[src/rtl/mem_pkg.sv]
// rtl/mem_pkg.sv - access size encoding and byte-lane helpers for the data memory port
package mem_pkg;

  typedef enum logic [1:0] {
    MEM_B = 2'd0,
    MEM_H = 2'd1,
    MEM_W = 2'd2,
    MEM_D = 2'd3
  } mem_size_e;

  // Byte enables for an access of the given size starting at lane 'offset'.
  // Bits shifted past lane 7 fall off; misaligned accesses never reach the SRAM.
  function automatic logic [7:0] size_bytemask(input mem_size_e size, input logic [2:0] offset);
    logic [7:0] m;
    case (size)
      MEM_B:   m = 8'h01;
      MEM_H:   m = 8'h03;
      MEM_W:   m = 8'h0F;
      default: m = 8'hFF;
    endcase
    return m << offset;
  endfunction

  // True when the low address bits are not a multiple of the access size.
  function automatic logic is_misaligned(input mem_size_e size, input logic [2:0] offset);
    logic m;
    case (size)
      MEM_B:   m = 1'b0;
      MEM_H:   m = offset[0];
      MEM_W:   m = |offset[1:0];
      default: m = |offset;
    endcase
    return m;
  endfunction

  // Right-justify the addressed lanes of a 64-bit line, then zero- or sign-extend.
  // Doubleword loads fill the whole register so the unsigned flag is irrelevant.
  function automatic logic [63:0] load_extend(input logic [63:0] data, input logic [2:0] offset,
                                              input mem_size_e size, input logic is_unsigned);
    logic [63:0] sh;
    logic [63:0] r;
    sh = data >> {offset, 3'b000};
    case (size)
      MEM_B:   r = is_unsigned ? {56'd0, sh[7:0]}  : {{56{sh[7]}},  sh[7:0]};
      MEM_H:   r = is_unsigned ? {48'd0, sh[15:0]} : {{48{sh[15]}}, sh[15:0]};
      MEM_W:   r = is_unsigned ? {32'd0, sh[31:0]} : {{32{sh[31]}}, sh[31:0]};
      default: r = sh;
    endcase
    return r;
  endfunction

endpackage

[src/rtl/dmem_load_align.sv]
// rtl/dmem_load_align.sv - lane select, mask and extension of SRAM read data
module dmem_load_align
  import mem_pkg::*;
(
  input  logic [63:0] sram_dout,
  input  logic [2:0]  offset,
  input  mem_size_e   size,
  input  logic        is_unsigned,
  input  logic        zero,
  output logic [63:0] rdata
);

  // Stores and rejected accesses return zero; loads return the aligned, extended value.
  always_comb begin
    rdata = 64'd0;
    if (!zero) begin
      rdata = load_extend(sram_dout, offset, size, is_unsigned);
    end
  end

endmodule

[src/rtl/dmem_port.sv]
// rtl/dmem_port.sv - load/store front end driving a byte-write-enable data SRAM
module dmem_port
  import mem_pkg::*;
#(
  parameter int                    LEN_ADDR  = 32,
  parameter int                    DEPTH     = 4096,
  parameter logic [LEN_ADDR-1:0]   BASE_ADDR = 32'h8000_0000
) (
  input  logic                clk,
  input  logic                rst_n,
  input  logic                req_valid,
  output logic                req_ready,
  input  logic [LEN_ADDR-1:0] req_addr,
  input  logic                req_we,
  input  logic [1:0]          req_size,
  input  logic                req_unsigned,
  input  logic [63:0]         req_wdata,
  output logic                resp_valid,
  input  logic                resp_ready,
  output logic [63:0]         resp_rdata,
  output logic                resp_err,
  output logic [LEN_ADDR-1:0] sram_addr,
  output logic                sram_en,
  output logic [63:0]         sram_din,
  output logic [7:0]          sram_we,
  input  logic [63:0]         sram_dout
);

  // Size of the SRAM window in bytes, one bit wider than the address so it cannot overflow.
  localparam logic [LEN_ADDR:0] SPAN_BYTES = (LEN_ADDR + 1)'(DEPTH * 8);

  logic                resp_valid_q, resp_valid_d;
  logic [2:0]          offset_q,     offset_d;
  mem_size_e           size_q,       size_d;
  logic                unsigned_q,   unsigned_d;
  logic                we_q,         we_d;
  logic                err_q,        err_d;

  logic                accept;
  logic                resp_fire;
  logic [LEN_ADDR-1:0] rel_addr;
  mem_size_e           req_size_e;
  logic                mis;
  logic                oor;
  logic                err;

  // A new request may enter whenever the held response slot is empty or draining.
  always_comb begin
    req_ready  = !resp_valid_q || resp_ready;
    accept     = req_valid && req_ready;
    resp_fire  = resp_valid_q && resp_ready;
  end

  // Address checks; addresses below the base wrap to a huge offset and fail the range test.
  always_comb begin
    req_size_e = mem_size_e'(req_size);
    rel_addr   = req_addr - BASE_ADDR;
    mis        = is_misaligned(req_size_e, req_addr[2:0]);
    oor        = {1'b0, rel_addr} >= SPAN_BYTES;
    err        = mis || oor;
  end

  // SRAM drive; nothing is enabled while reset is asserted or for rejected requests.
  always_comb begin
    sram_addr = rel_addr;
    sram_en   = rst_n && accept && !err;
    sram_din  = req_wdata << {req_addr[2:0], 3'b000};
    sram_we   = 8'h00;
    if (sram_en && req_we) begin
      sram_we = size_bytemask(req_size_e, req_addr[2:0]);
    end
  end

  // Response slot: load on accept (even while draining), clear when drained with no refill.
  always_comb begin
    resp_valid_d = resp_valid_q;
    offset_d     = offset_q;
    size_d       = size_q;
    unsigned_d   = unsigned_q;
    we_d         = we_q;
    err_d        = err_q;
    if (accept) begin
      resp_valid_d = 1'b1;
      offset_d     = req_addr[2:0];
      size_d       = req_size_e;
      unsigned_d   = req_unsigned;
      we_d         = req_we;
      err_d        = err;
    end else if (resp_fire) begin
      resp_valid_d = 1'b0;
    end
  end

  // Response slot registers; a pending response is dropped by reset.
  always_ff @(posedge clk or negedge rst_n) begin
    if (!rst_n) begin
      resp_valid_q <= 1'b0;
      offset_q     <= 3'd0;
      size_q       <= MEM_B;
      unsigned_q   <= 1'b0;
      we_q         <= 1'b0;
      err_q        <= 1'b0;
    end else begin
      resp_valid_q <= resp_valid_d;
      offset_q     <= offset_d;
      size_q       <= size_d;
      unsigned_q   <= unsigned_d;
      we_q         <= we_d;
      err_q        <= err_d;
    end
  end

  dmem_load_align u_load_align (
    .sram_dout   (sram_dout),
    .offset      (offset_q),
    .size        (size_q),
    .is_unsigned (unsigned_q),
    .zero        (err_q || we_q),
    .rdata       (resp_rdata)
  );

  // Response outputs straight from the held slot.
  always_comb begin
    resp_valid = resp_valid_q;
    resp_err   = err_q;
  end

endmodule

[config.mk]
export PLATFORM = sky130hd
export DESIGN_NAME = dmem_port
export DESIGN_NICKNAME = d
export VERILOG_FILES = /design/src/rtl/mem_pkg.sv /design/src/rtl/dmem_load_align.sv /design/src/rtl/dmem_port.sv
export SDC_FILE = /design/constraint.sdc
export NUM_CORES = 1
export LEC_CHECK = 0
export CORE_MARGIN = 4
export CORE_UTILIZATION = 34
export CTS_CLUSTER_DIAMETER = 40
export DETAILED_ROUTE_END_ITERATION = 8
export GPL_TIMING_DRIVEN = 0
export PLACE_DENSITY = 0.84
export SLEW_MARGIN = 20
export SYNTH_ARGS = -nofsm -noshare
export SYNTH_HDL_FRONTEND = slang
export SYNTH_SLANG_ARGS = --single-unit
[constraint.sdc]
create_clock -name clk -period 2.1 [get_ports clk]
set_input_delay 0.525 -clock clk [delete_from_list [all_inputs] [get_ports clk]]
set_output_delay 0.525 -clock clk [all_outputs]
set_load 0.05 [all_outputs]
==> run_summary.xml, run 1 <==
<?xml version="1.0" encoding="UTF-8"?>
<metrics>
  <group name="clock_tree">
    <metric name="tritoncts.num_buffers" unit="">3</metric>
    <metric name="cts_htree_levels" unit="">1</metric>
    <metric name="root_buffer" unit="">clkbuf_16</metric>
    <metric name="ctsLongestPathBuffers" unit="">2</metric>
    <metric name="cts.sinks" unit="">9</metric>
  </group>
  <group name="run_status">
    <metric name="tool_error" unit="">[ERROR GRT-0232] Routing congestion too high. Check the congestion heatmap in the GUI.</metric>
    <metric name="stop_stage" unit="">global routing</metric>
    <metric name="result_of_the_run" unit="">stopped before the end</metric>
  </group>
  <group name="synthesis">
    <metric name="synth.lib_cells_used.distinct" unit="">58</metric>
    <metric name="post_synth_edffs" unit="">0</metric>
    <metric name="synth_xor_area_share" unit="%">0</metric>
    <metric name="ys_warn_count" unit="">0</metric>
    <metric name="syn_inst" unit="">704</metric>
    <metric name="ys_ff_latch" unit="">9</metric>
    <metric name="synth_async_sr_flop_share" unit="%">100</metric>
    <metric name="syn_nets" unit="">872</metric>
    <metric name="synth_adder_area_share" unit="%">0</metric>
    <metric name="yosysSeqAreaShare" unit="%">4.32</metric>
    <metric name="post_synthesis_share_of_cell_area_spent_on_and_or_nand_and_nor_gates" unit="%">20.8</metric>
    <metric name="syn_area" unit="sq mm">0.00521</metric>
    <metric name="synth_ff_type" unit="">dfrtp_1</metric>
    <metric name="synth_compound_gate_area_share" unit="%">25.9</metric>
    <metric name="post_synth_mux_area_share" unit="%">36.2</metric>
    <metric name="avgSynthCellArea" unit="sq um">7.40</metric>
    <metric name="combinational_family_with_the_most_area_after_synthesis" unit="">multiplexers</metric>
  </group>
  <group name="timing">
    <metric name="timing.repair.worst_endpoint_type" unit="">output port</metric>
    <metric name="grt-worst-endpoint" unit="">resp_rdata[50]</metric>
  </group>
  <group name="floorplan">
    <metric name="std_cell_rows" unit="">44</metric>
    <metric name="top_level_ports" unit="">340</metric>
    <metric name="floorplan.die.height" unit="um">132</metric>
    <metric name="initial_core_util" unit="%">35.3</metric>
    <metric name="fp.dieW" unit="um">132</metric>
  </group>
  <group name="place">
    <metric name="port-buffer-count" unit="">326</metric>
    <metric name="postPlaceCellArea" unit="sq mm">0.0104</metric>
    <metric name="placedCellCount" unit="">1214</metric>
    <metric name="hpwl" unit="um">23500</metric>
    <metric name="gp_routability_congestion" unit="">0.993</metric>
    <metric name="detailedPlace.worstSlack" unit="ns">-2.34</metric>
  </group>
  <group name="grt">
    <metric name="antenna_violations_before_repair" unit="">4</metric>
    <metric name="gr-usage-all-layers" unit="%">71.6</metric>
    <metric name="grt_max_degree" unit="">13</metric>
    <metric name="globalRouteOverflowTotal" unit="">27</metric>
  </group>
</metrics>
## kinds of logic after synthesis
kind of cell           after synthesis
and+or+nand+nor                    225
buffers and inverters              112
AOI/OAI and AO/OA                  198
DFF                                  9
muxes                              160
## cell usage after synthesis (2+ instances only)
cell / count / area share [%]
a2bb2oi_1: 3 / 0.50
buf_1: 4 / 0.29
a21oi_1: 45 / 4.3
inv_1: 4 / 0.29
nand3b_1: 6 / 0.86
clkbuf_1: 38 / 2.7
and3_1: 5 / 0.60
or2_2: 3 / 0.36
and2_1: 10 / 1.2
buf_2: 18 / 1.7
dfrtp_1: 9 / 4.3
o32ai_1: 3 / 0.50
nor3_2: 2 / 0.38
a21oi_2: 33 / 5.5
nand2b_1: 5 / 0.60
buf_4: 37 / 5.3
nand3_1: 2 / 0.19
o2bb2ai_1: 7 / 1.2
nand2_1: 84 / 6.1
nor3_1: 4 / 0.38
mux2i_1: 108 / 21
mux4_2: 18 / 7.8
a211oi_1: 23 / 3.3
nor2_1: 63 / 4.5
a221oi_1: 2 / 0.34
o22ai_1: 21 / 2.5
nor2b_1: 22 / 2.6
o21ai_0: 49 / 4.7
nor4_1: 3 / 0.36
nor2b_2: 6 / 1.0
mux2_2: 33 / 7.1
buf_6: 8 / 1.7
## per-stage QoR
stage	util, %	TNS, ns
after CTS	90.3	-50.69
after detailed placement	70.2	-217.98
after global placement	70.2	-217.74
after floorplan	-	-28.27
## metal layers
layer / overflow / track usage [%]
met1: 1 / 70.0
met2: 10 / 90.9
met3: 0 / 51.6
met4: 16 / 79.2
met5: 0 / 12.8
## timing repair
action                                   CTS
gates resized for setup                 1437
hold buffers                               0
setup buffers                             80
pin swaps                                 86
endpoints found under the setup margin   158
gates cloned                              17
==> inputs of run 2 (changes only) <==
--- a/config.mk
+++ b/config.mk
@@ -6,11 +6,10 @@
 export NUM_CORES = 1
 export LEC_CHECK = 0
 export CORE_MARGIN = 4
-export CORE_UTILIZATION = 34
-export CTS_CLUSTER_DIAMETER = 40
+export CORE_UTILIZATION = 25
 export DETAILED_ROUTE_END_ITERATION = 8
 export GPL_TIMING_DRIVEN = 0
-export PLACE_DENSITY = 0.84
+export PLACE_DENSITY_LB_ADDON = 0.15
 export SLEW_MARGIN = 20
 export SYNTH_ARGS = -nofsm -noshare
 export SYNTH_HDL_FRONTEND = slang
==> constraint.sdc (replaced) <==
create_clock -name clk -period 2.7 [get_ports clk]
set_input_delay 0.675 -clock clk [delete_from_list [all_inputs] [get_ports clk]]
set_output_delay 0.675 -clock clk [all_outputs]
set_load 0.05 [all_outputs]
==> run_summary.xml, run 2 <==
<?xml version="1.0" encoding="UTF-8"?>
<metrics>
  <group name="finish">
    <metric name="final_nets" unit="">1253</metric>
    <metric name="drive_gt1_share" unit="%">56.3</metric>
    <metric name="fillers" unit="">1806</metric>
    <metric name="largestRegisters" unit="">offset_q x3, size_q x2</metric>
    <metric name="mostFrequentLayoutCells" unit="">97 x buf_6, 97 x clkdlybuf4s50_1, 85 x buf_4</metric>
    <metric name="flow.area_growth_from_synthesis" unit="%">123</metric>
    <metric name="finalNonFillerCells" unit="">1361</metric>
    <metric name="core_utilization_of_the_finished_layout" unit="%">57.2</metric>
    <metric name="largest_register_ff_count" unit="">3</metric>
    <metric name="stdcell_area" unit="sq mm">0.0116</metric>
    <metric name="regMostFlops" unit="">offset_q</metric>
  </group>
  <group name="clock_tree">
    <metric name="cts_tree" unit="">yes</metric>
    <metric name="path_clk_slew" unit="ns">0.04</metric>
    <metric name="clk_latency" unit="ns">0.23</metric>
    <metric name="ctsLongestPathBuffers" unit="">2</metric>
    <metric name="tritoncts.num_buffers" unit="">3</metric>
    <metric name="cts.sinks" unit="">9</metric>
    <metric name="cts_htree_levels" unit="">1</metric>
    <metric name="root_buffer" unit="">clkbuf_16</metric>
  </group>
  <group name="setup_path">
    <metric name="regToRegStartpoint" unit="">offset_q[0]$_DFFE_PN0P_</metric>
    <metric name="reg2reg_slack" unit="ns">1.21</metric>
    <metric name="max_stage_delay" unit="ns">0.36</metric>
    <metric name="critical_path.cell_chain" unit="">dlygate4sd2_1 &gt; mux2i_2 &gt; o22ai_4 &gt; o211ai_2 &gt; a31o_4 &gt; clkbuf_16 &gt; a21oi_4 &gt; buf_6</metric>
    <metric name="reg2regPathDepth" unit="">6</metric>
    <metric name="rr_endpoint" unit="">offset_q[0]$_DFFE_PN0P_</metric>
    <metric name="maximum_fanout_along_the_worst_path" unit="">7</metric>
    <metric name="criticalPathCategory" unit="">in2out</metric>
    <metric name="crit_required" unit="ns">2.03</metric>
    <metric name="worst_setup_path_end_kind" unit="">primary output</metric>
    <metric name="cpMaxStageDelayCell" unit="">a31o_4</metric>
    <metric name="start_kind" unit="">input pin</metric>
    <metric name="worst-endpoint-arrival" unit="ns">2.32</metric>
  </group>
  <group name="place">
    <metric name="placedCellCount" unit="">1300</metric>
    <metric name="hpwl" unit="um">23600</metric>
    <metric name="port-buffer-count" unit="">326</metric>
    <metric name="postPlaceCellArea" unit="sq mm">0.00960</metric>
    <metric name="gp_routability_congestion" unit="">0.932</metric>
  </group>
  <group name="drt">
    <metric name="drt_iter0_drc" unit="">477</metric>
    <metric name="vias" unit="">7352</metric>
    <metric name="drt_wl_total" unit="um">31600</metric>
    <metric name="detail_route.vias_per_cell" unit="">5.40</metric>
    <metric name="ant_nets" unit="">0</metric>
    <metric name="drc" unit="">0</metric>
    <metric name="average_wire_per_cell_in_the_routed_design" unit="um">23.2</metric>
    <metric name="drt_pass1_iterations" unit="">5</metric>
  </group>
  <group name="floorplan">
    <metric name="top_level_ports" unit="">340</metric>
    <metric name="area_of_the_die" unit="sq mm">0.0232</metric>
    <metric name="floorplan.die.height" unit="um">152</metric>
    <metric name="fp.dieW" unit="um">152</metric>
    <metric name="std_cell_rows" unit="">52</metric>
    <metric name="initial_core_util" unit="%">25.6</metric>
    <metric name="design.core.area" unit="sq mm">0.0204</metric>
  </group>
  <group name="timing">
    <metric name="setup-violations-final" unit="">70</metric>
    <metric name="achievable-frequency" unit="MHz">334</metric>
    <metric name="final_critical_path_setup_slack" unit="ns">-0.295</metric>
    <metric name="unrepaired_setup_endpoints_after_global_routing" unit="">true</metric>
    <metric name="final-max-slew-violation-count" unit="">0</metric>
    <metric name="fin_worst_skew" unit="ns">0.00123</metric>
    <metric name="finalHoldViolCount" unit="">0</metric>
    <metric name="final_min_period_over_clock_period" unit="%">111</metric>
    <metric name="final.hold.worst_slack" unit="ns">0.491</metric>
    <metric name="worst_max_slew_pin_slew" unit="ns">0.615</metric>
    <metric name="finalCriticalPeriod" unit="ns">2.99</metric>
    <metric name="slew_headroom" unit="%">59.0</metric>
  </group>
  <group name="synthesis">
    <metric name="yosysMostFrequentCell" unit="">mux2i_1</metric>
    <metric name="avgSynthCellArea" unit="sq um">7.40</metric>
    <metric name="yosysSeqAreaShare" unit="%">4.32</metric>
    <metric name="ys_warn_count" unit="">0</metric>
    <metric name="synth.lib_cells_used.distinct" unit="">58</metric>
    <metric name="ys_ff_latch" unit="">9</metric>
    <metric name="synth_top_cells_by_area" unit="">mux2i_1 21%, mux4_2 7.8%, mux2_2 7.1%, nand2_1 6.1%, a21oi_2 5.5%</metric>
    <metric name="synth_async_sr_flop_share" unit="%">100</metric>
    <metric name="synth_ff_type" unit="">dfrtp_1</metric>
    <metric name="post_synth_edffs" unit="">0</metric>
    <metric name="syn_area" unit="sq mm">0.00521</metric>
    <metric name="largest_area_contributor_in_the_netlist" unit="">mux2i_1</metric>
    <metric name="syn_inst" unit="">704</metric>
    <metric name="syn_nets" unit="">872</metric>
    <metric name="synth_top_area_share" unit="%">20.7</metric>
    <metric name="synth_commonest_cells" unit="">108 x mux2i_1, 84 x nand2_1, 63 x nor2_1, 49 x o21ai_0, 45 x a21oi_1</metric>
  </group>
  <group name="power">
    <metric name="vdd.ir_drop.worst" unit="mV">0.159</metric>
    <metric name="static-leakage-power" unit="nW">4.85</metric>
    <metric name="powerDensity" unit="mW/mm^2">304</metric>
    <metric name="finalPower" unit="W">0.00353</metric>
  </group>
  <group name="worst_hold_path">
    <metric name="timing.hold.worst_path_depth" unit="">1</metric>
    <metric name="hold_path.class" unit="">reg2reg</metric>
    <metric name="min_to" unit="">we_q$_DFFE_PN0P_</metric>
    <metric name="worst_hold_startpoint" unit="">we_q$_DFFE_PN0P_</metric>
  </group>
  <group name="grt">
    <metric name="grt_max_degree" unit="">13</metric>
    <metric name="global_route_wire_length_before_repair" unit="um">46700</metric>
    <metric name="globalRouteOverflowTotal" unit="">0</metric>
    <metric name="first_global_vias" unit="">7567</metric>
    <metric name="gr-usage-all-layers" unit="%">25.1</metric>
    <metric name="antenna_violations_before_repair" unit="">6</metric>
  </group>
  <group name="run_status">
    <metric name="result_of_the_run" unit="">finished, violations left</metric>
    <metric name="failed_checks" unit="">negative setup slack</metric>
  </group>
  <group name="job">
    <metric name="max_cap_violations" unit="">0</metric>
  </group>
</metrics>
## run 2: cell counts after synthesis
No cell type changed its count.
## run 2: critical path, delay by kind of cell
family	cells	cell delay, ns
compound gates	4	0.71
mux	1	0.21
buf+inv	3	0.69
## run 2: cell type report
type | instances | area, sq um | area share (%)
Antenna cell | 7 | 17.5 | 0.150
Buffer | 100 | 1030 | 8.85
Clock buffer | 4 | 78.8 | 0.677
Inverter | 5 | 22.5 | 0.193
Multi-Input combinational cell | 583 | 5980 | 51.4
Sequential cell | 9 | 225 | 1.93
Tap cell | 270 | 338 | 2.90
Timing Repair Buffer | 383 | 3950 | 33.9
## run 2: report_power, final
group	leakage, nW	switching (W)	internal, W
clock	0.0382	0.0000575	0.000197
sequential	0.101	0.0000128	0.000152
combinational	4.71	0.00174	0.00138
total	4.85	0.00181	0.00173
## run 2: what timing repair did
item	in CTS	in global routing
cloned	9	2
gates resized for setup	1235	154
pin swaps	57	37
hold endpoints to repair	0	0
setup endpoints to repair	156	121
hold buffers	0	0
setup buffers	41	11
## run 2: logic make-up after synthesis
family / count (synthesis) / share of synthesized area, %
simple gates: 225 / 20.8
mux: 160 / 36.2
flops: 9 / 4.32
buf+inv: 112 / 12.8
compound gates: 198 / 25.9
## run 2: stage by stage
stage / setup TNS, ns / setup WS [ns]
5_1_grt: -16.73 / -0.393
4_1_cts: -12.09 / -0.292
3_5_place_dp: -184.35 / -2.03
6_report: -12.61 / -0.295
2_1_floorplan: -4.26 / -0.657
3_3_place_gp: -184.83 / -2.04
## run 2: metal layers
| metal | GRT usage, % | part of all wire, % |
|---|---|---|
| met1 | 30.5 | 39 |
| met2 | 43.8 | 49 |
| met5 | 0 | 0 |
| met4 | 7.83 | 3.2 |
| met3 | 5.94 | 9.1 |
## run 2: worst max-delay path by stage
stage | cells after the start | end | slack [ns] | start
after floorplan | 5 | sram_we[6] | -0.66 | req_addr[31]
after global placement | 7 | sram_we[6] | -2.04 | req_addr[0]
after detailed placement | 7 | sram_we[6] | -2.03 | req_addr[0]
after CTS | 9 | sram_we[7] | -0.29 | req_addr[31]
after global routing | 8 | sram_we[6] | -0.39 | req_addr[23]
final | 8 | resp_rdata[57] | -0.29 | sram_dout[23]
Power figures use the tool's default switching activity.
==> inputs of run 3 (changes only) <==
--- a/config.mk
+++ b/config.mk
@@ -7,6 +7,7 @@
 export LEC_CHECK = 0
 export CORE_MARGIN = 4
 export CORE_UTILIZATION = 25
+export CTS_CLUSTER_SIZE = 16
 export DETAILED_ROUTE_END_ITERATION = 8
 export GPL_TIMING_DRIVEN = 0
 export PLACE_DENSITY_LB_ADDON = 0.15
==> results of run 3 <==
No change in the layout: final DEF, timing and power equal those of run 2.
==> inputs of run 4 (changes only) <==
--- a/config.mk
+++ b/config.mk
@@ -11,6 +11,7 @@
 export DETAILED_ROUTE_END_ITERATION = 8
 export GPL_TIMING_DRIVEN = 0
 export PLACE_DENSITY_LB_ADDON = 0.15
+export RECOVER_POWER = 100
 export SLEW_MARGIN = 20
 export SYNTH_ARGS = -nofsm -noshare
 export SYNTH_HDL_FRONTEND = slang
==> run_summary.xml, run 4 (synthesized netlist as in run 2, its figures left out) <==
<?xml version="1.0" encoding="UTF-8"?>
<metrics>
  <group name="run_status">
    <metric name="result_of_the_run" unit="">finished, violations left</metric>
    <metric name="failed_checks" unit="">negative setup slack</metric>
  </group>
  <group name="drt">
    <metric name="vias" unit="">7312</metric>
    <metric name="detail_route.vias_per_cell" unit="">5.37</metric>
    <metric name="ant_nets" unit="">0</metric>
    <metric name="average_wire_per_cell_in_the_routed_design" unit="um">23.2</metric>
    <metric name="drt_iter0_drc" unit="">473</metric>
    <metric name="drt_pass1_iterations" unit="">5</metric>
    <metric name="drt_wl_total" unit="um">31600</metric>
    <metric name="drc" unit="">0</metric>
  </group>
  <group name="clock_tree">
    <metric name="clk_latency" unit="ns">0.23</metric>
    <metric name="ctsLongestPathBuffers" unit="">2</metric>
    <metric name="root_buffer" unit="">clkbuf_16</metric>
    <metric name="cts_htree_levels" unit="">1</metric>
    <metric name="cts.sinks" unit="">9</metric>
    <metric name="tritoncts.num_buffers" unit="">3</metric>
    <metric name="path_clk_slew" unit="ns">0.04</metric>
    <metric name="cts_tree" unit="">yes</metric>
  </group>
  <group name="setup_path">
    <metric name="reg2reg_slack" unit="ns">1.21</metric>
    <metric name="maximum_fanout_along_the_worst_path" unit="">8</metric>
    <metric name="worst_setup_path_end_kind" unit="">primary output</metric>
    <metric name="timing.critical_path.buf_inv" unit="">4</metric>
    <metric name="critPathTopFamily" unit="">compound AO/OA/AOI/OAI gates</metric>
    <metric name="cpMaxStageDelayCell" unit="">dfrtp_1</metric>
    <metric name="criticalPathCategory" unit="">reg2out</metric>
    <metric name="critical_path.cell_chain" unit="">buf_12 &gt; buf_6 &gt; mux2i_4 &gt; a22oi_2 &gt; nand3_4 &gt; a31o_4 &gt; buf_12 &gt; a21oi_4 &gt; buf_6</metric>
    <metric name="worst-endpoint-arrival" unit="ns">2.35</metric>
    <metric name="max_stage_delay" unit="ns">0.38</metric>
    <metric name="crit_required" unit="ns">2.03</metric>
    <metric name="start_kind" unit="">register</metric>
  </group>
  <group name="power">
    <metric name="vdd.ir_drop.worst" unit="mV">0.159</metric>
    <metric name="static-leakage-power" unit="nW">4.81</metric>
    <metric name="powerDensity" unit="mW/mm^2">303</metric>
  </group>
  <group name="timing">
    <metric name="fin_worst_skew" unit="ns">0.00102</metric>
    <metric name="worst_max_slew_pin_slew" unit="ns">0.605</metric>
    <metric name="achievable-frequency" unit="MHz">331</metric>
    <metric name="finalHoldViolCount" unit="">0</metric>
    <metric name="final_min_period_over_clock_period" unit="%">112</metric>
    <metric name="final-max-slew-violation-count" unit="">0</metric>
    <metric name="final.setup.tns" unit="ns">-13.52</metric>
    <metric name="unrepaired_setup_endpoints_after_global_routing" unit="">true</metric>
    <metric name="finalCriticalPeriod" unit="ns">3.02</metric>
    <metric name="setup-violations-final" unit="">71</metric>
    <metric name="final.hold.worst_slack" unit="ns">0.492</metric>
    <metric name="slew_headroom" unit="%">59.7</metric>
    <metric name="final_critical_path_setup_slack" unit="ns">-0.322</metric>
  </group>
  <group name="finish">
    <metric name="largest_register_ff_count" unit="">3</metric>
    <metric name="regMostFlops" unit="">offset_q</metric>
    <metric name="mostFrequentLayoutCells" unit="">95 x buf_6, 86 x buf_4, 69 x nand2_1</metric>
    <metric name="fillers" unit="">1818</metric>
    <metric name="flow.area_growth_from_synthesis" unit="%">122</metric>
    <metric name="largestRegisters" unit="">offset_q x3, size_q x2</metric>
    <metric name="drive_gt1_share" unit="%">55.5</metric>
    <metric name="final_nets" unit="">1253</metric>
    <metric name="final_common_cell" unit="">buf_6</metric>
  </group>
  <group name="grt">
    <metric name="global_route_wire_length_before_repair" unit="um">46700</metric>
    <metric name="gr-usage-all-layers" unit="%">25.1</metric>
    <metric name="grt_max_degree" unit="">13</metric>
    <metric name="first_global_vias" unit="">7567</metric>
    <metric name="antenna_violations_before_repair" unit="">6</metric>
    <metric name="globalRouteOverflowTotal" unit="">0</metric>
  </group>
  <group name="floorplan">
    <metric name="std_cell_rows" unit="">52</metric>
    <metric name="area_of_the_die" unit="sq mm">0.0232</metric>
    <metric name="fp.dieW" unit="um">152</metric>
    <metric name="floorplan.die.height" unit="um">152</metric>
    <metric name="initial_core_util" unit="%">25.6</metric>
    <metric name="top_level_ports" unit="">340</metric>
    <metric name="design.core.area" unit="sq mm">0.0204</metric>
  </group>
  <group name="place">
    <metric name="gp_routability_congestion" unit="">0.932</metric>
    <metric name="hpwl" unit="um">23600</metric>
    <metric name="port-buffer-count" unit="">326</metric>
  </group>
  <group name="worst_hold_path">
    <metric name="hold_path.class" unit="">reg2reg</metric>
  </group>
  <group name="job">
    <metric name="max_cap_violations" unit="">0</metric>
  </group>
</metrics>
==> run 4: changes by cell type in the layout (fill, tap and decap cells not counted), sizes merged <==
cell | previous run | this run
buf | 255 | 243
clkbuf | 50 | 62
clkdlybuf4s50 | 97 | 63
dlygate4sd3 | 0 | 34
==> run 4: where the power goes <==
group | leakage (nW) | internal (W) | switching [W]
combinational | 4.67 | 0.00136 | 0.00173
clock | 0.0382 | 0.000197 | 0.0000572
sequential | 0.101 | 0.000152 | 0.0000123
==> run 4: repair_timing <==
action | CTS | global route
buffers inserted | 41 | 11
gates resized for setup | 1235 | 154
hold endpoints to repair | 0 | 0
pin swaps | 57 | 37
hold buffers | 0 | 0
endpoints found under the setup margin | 156 | 121
gates cloned | 9 | 2
==> run 4: cell type report <==
cell class	instances	area [sq um]	share of cell area, %
antenna	7	17.5	0.151
multi-input combinational	583	5940	51.3
inverter	5	22.5	0.195
timing repair buffer	383	3920	33.9
tap	270	338	2.92
sequential	9	225	1.95
buffer	100	1020	8.85
clock buffer	4	78.8	0.682
==> run 4: layer usage <==
layer | part of all wire [%] | vias up | track usage [%]
met2 | 49 | 412 | 43.8
met1 | 39 | 3516 | 30.5
met3 | 8.8 | 67 | 5.94
li1 | - | 3317 | -
met5 | 0 | - | 0
met4 | 3.2 | 0 | 7.83
==> run 4: worst paths after layout <==
check	from	cells after the start	endpoint
max	offset_q[0]$_DFFE_PN0P_	9	resp_rdata[63]
min	we_q$_DFFE_PN0P_	1	we_q$_DFFE_PN0P_
max reg2reg	offset_q[0]$_DFFE_PN0P_	6	offset_q[0]$_DFFE_PN0P_
min reg2reg	we_q$_DFFE_PN0P_	1	we_q$_DFFE_PN0P_
max in group asynchronous	rst_n	1	offset_q[2]$_DFFE_PN0P_
min in group asynchronous	rst_n	1	resp_valid$_DFFE_PN0P_
==> run 4: stage by stage <==
step | total power (W) | std cells | worst slack [ns] | area [sq um] | util (%)
final | 0.00350 | 1361 | -0.322 | 11600 | 56.8
after CTS | 0.00333 | 1347 | -0.292 | 11100 | 54.4
after global placement | 0.00259 | 1300 | -2.04 | 9600 | 47.1
after floorplan | 0.00177 | 704 | -0.657 | 6000 | -
after detailed placement | 0.00259 | 1300 | -2.03 | 9600 | 47.1
after global routing | 0.00365 | 1360 | -0.393 | 11600 | 56.8
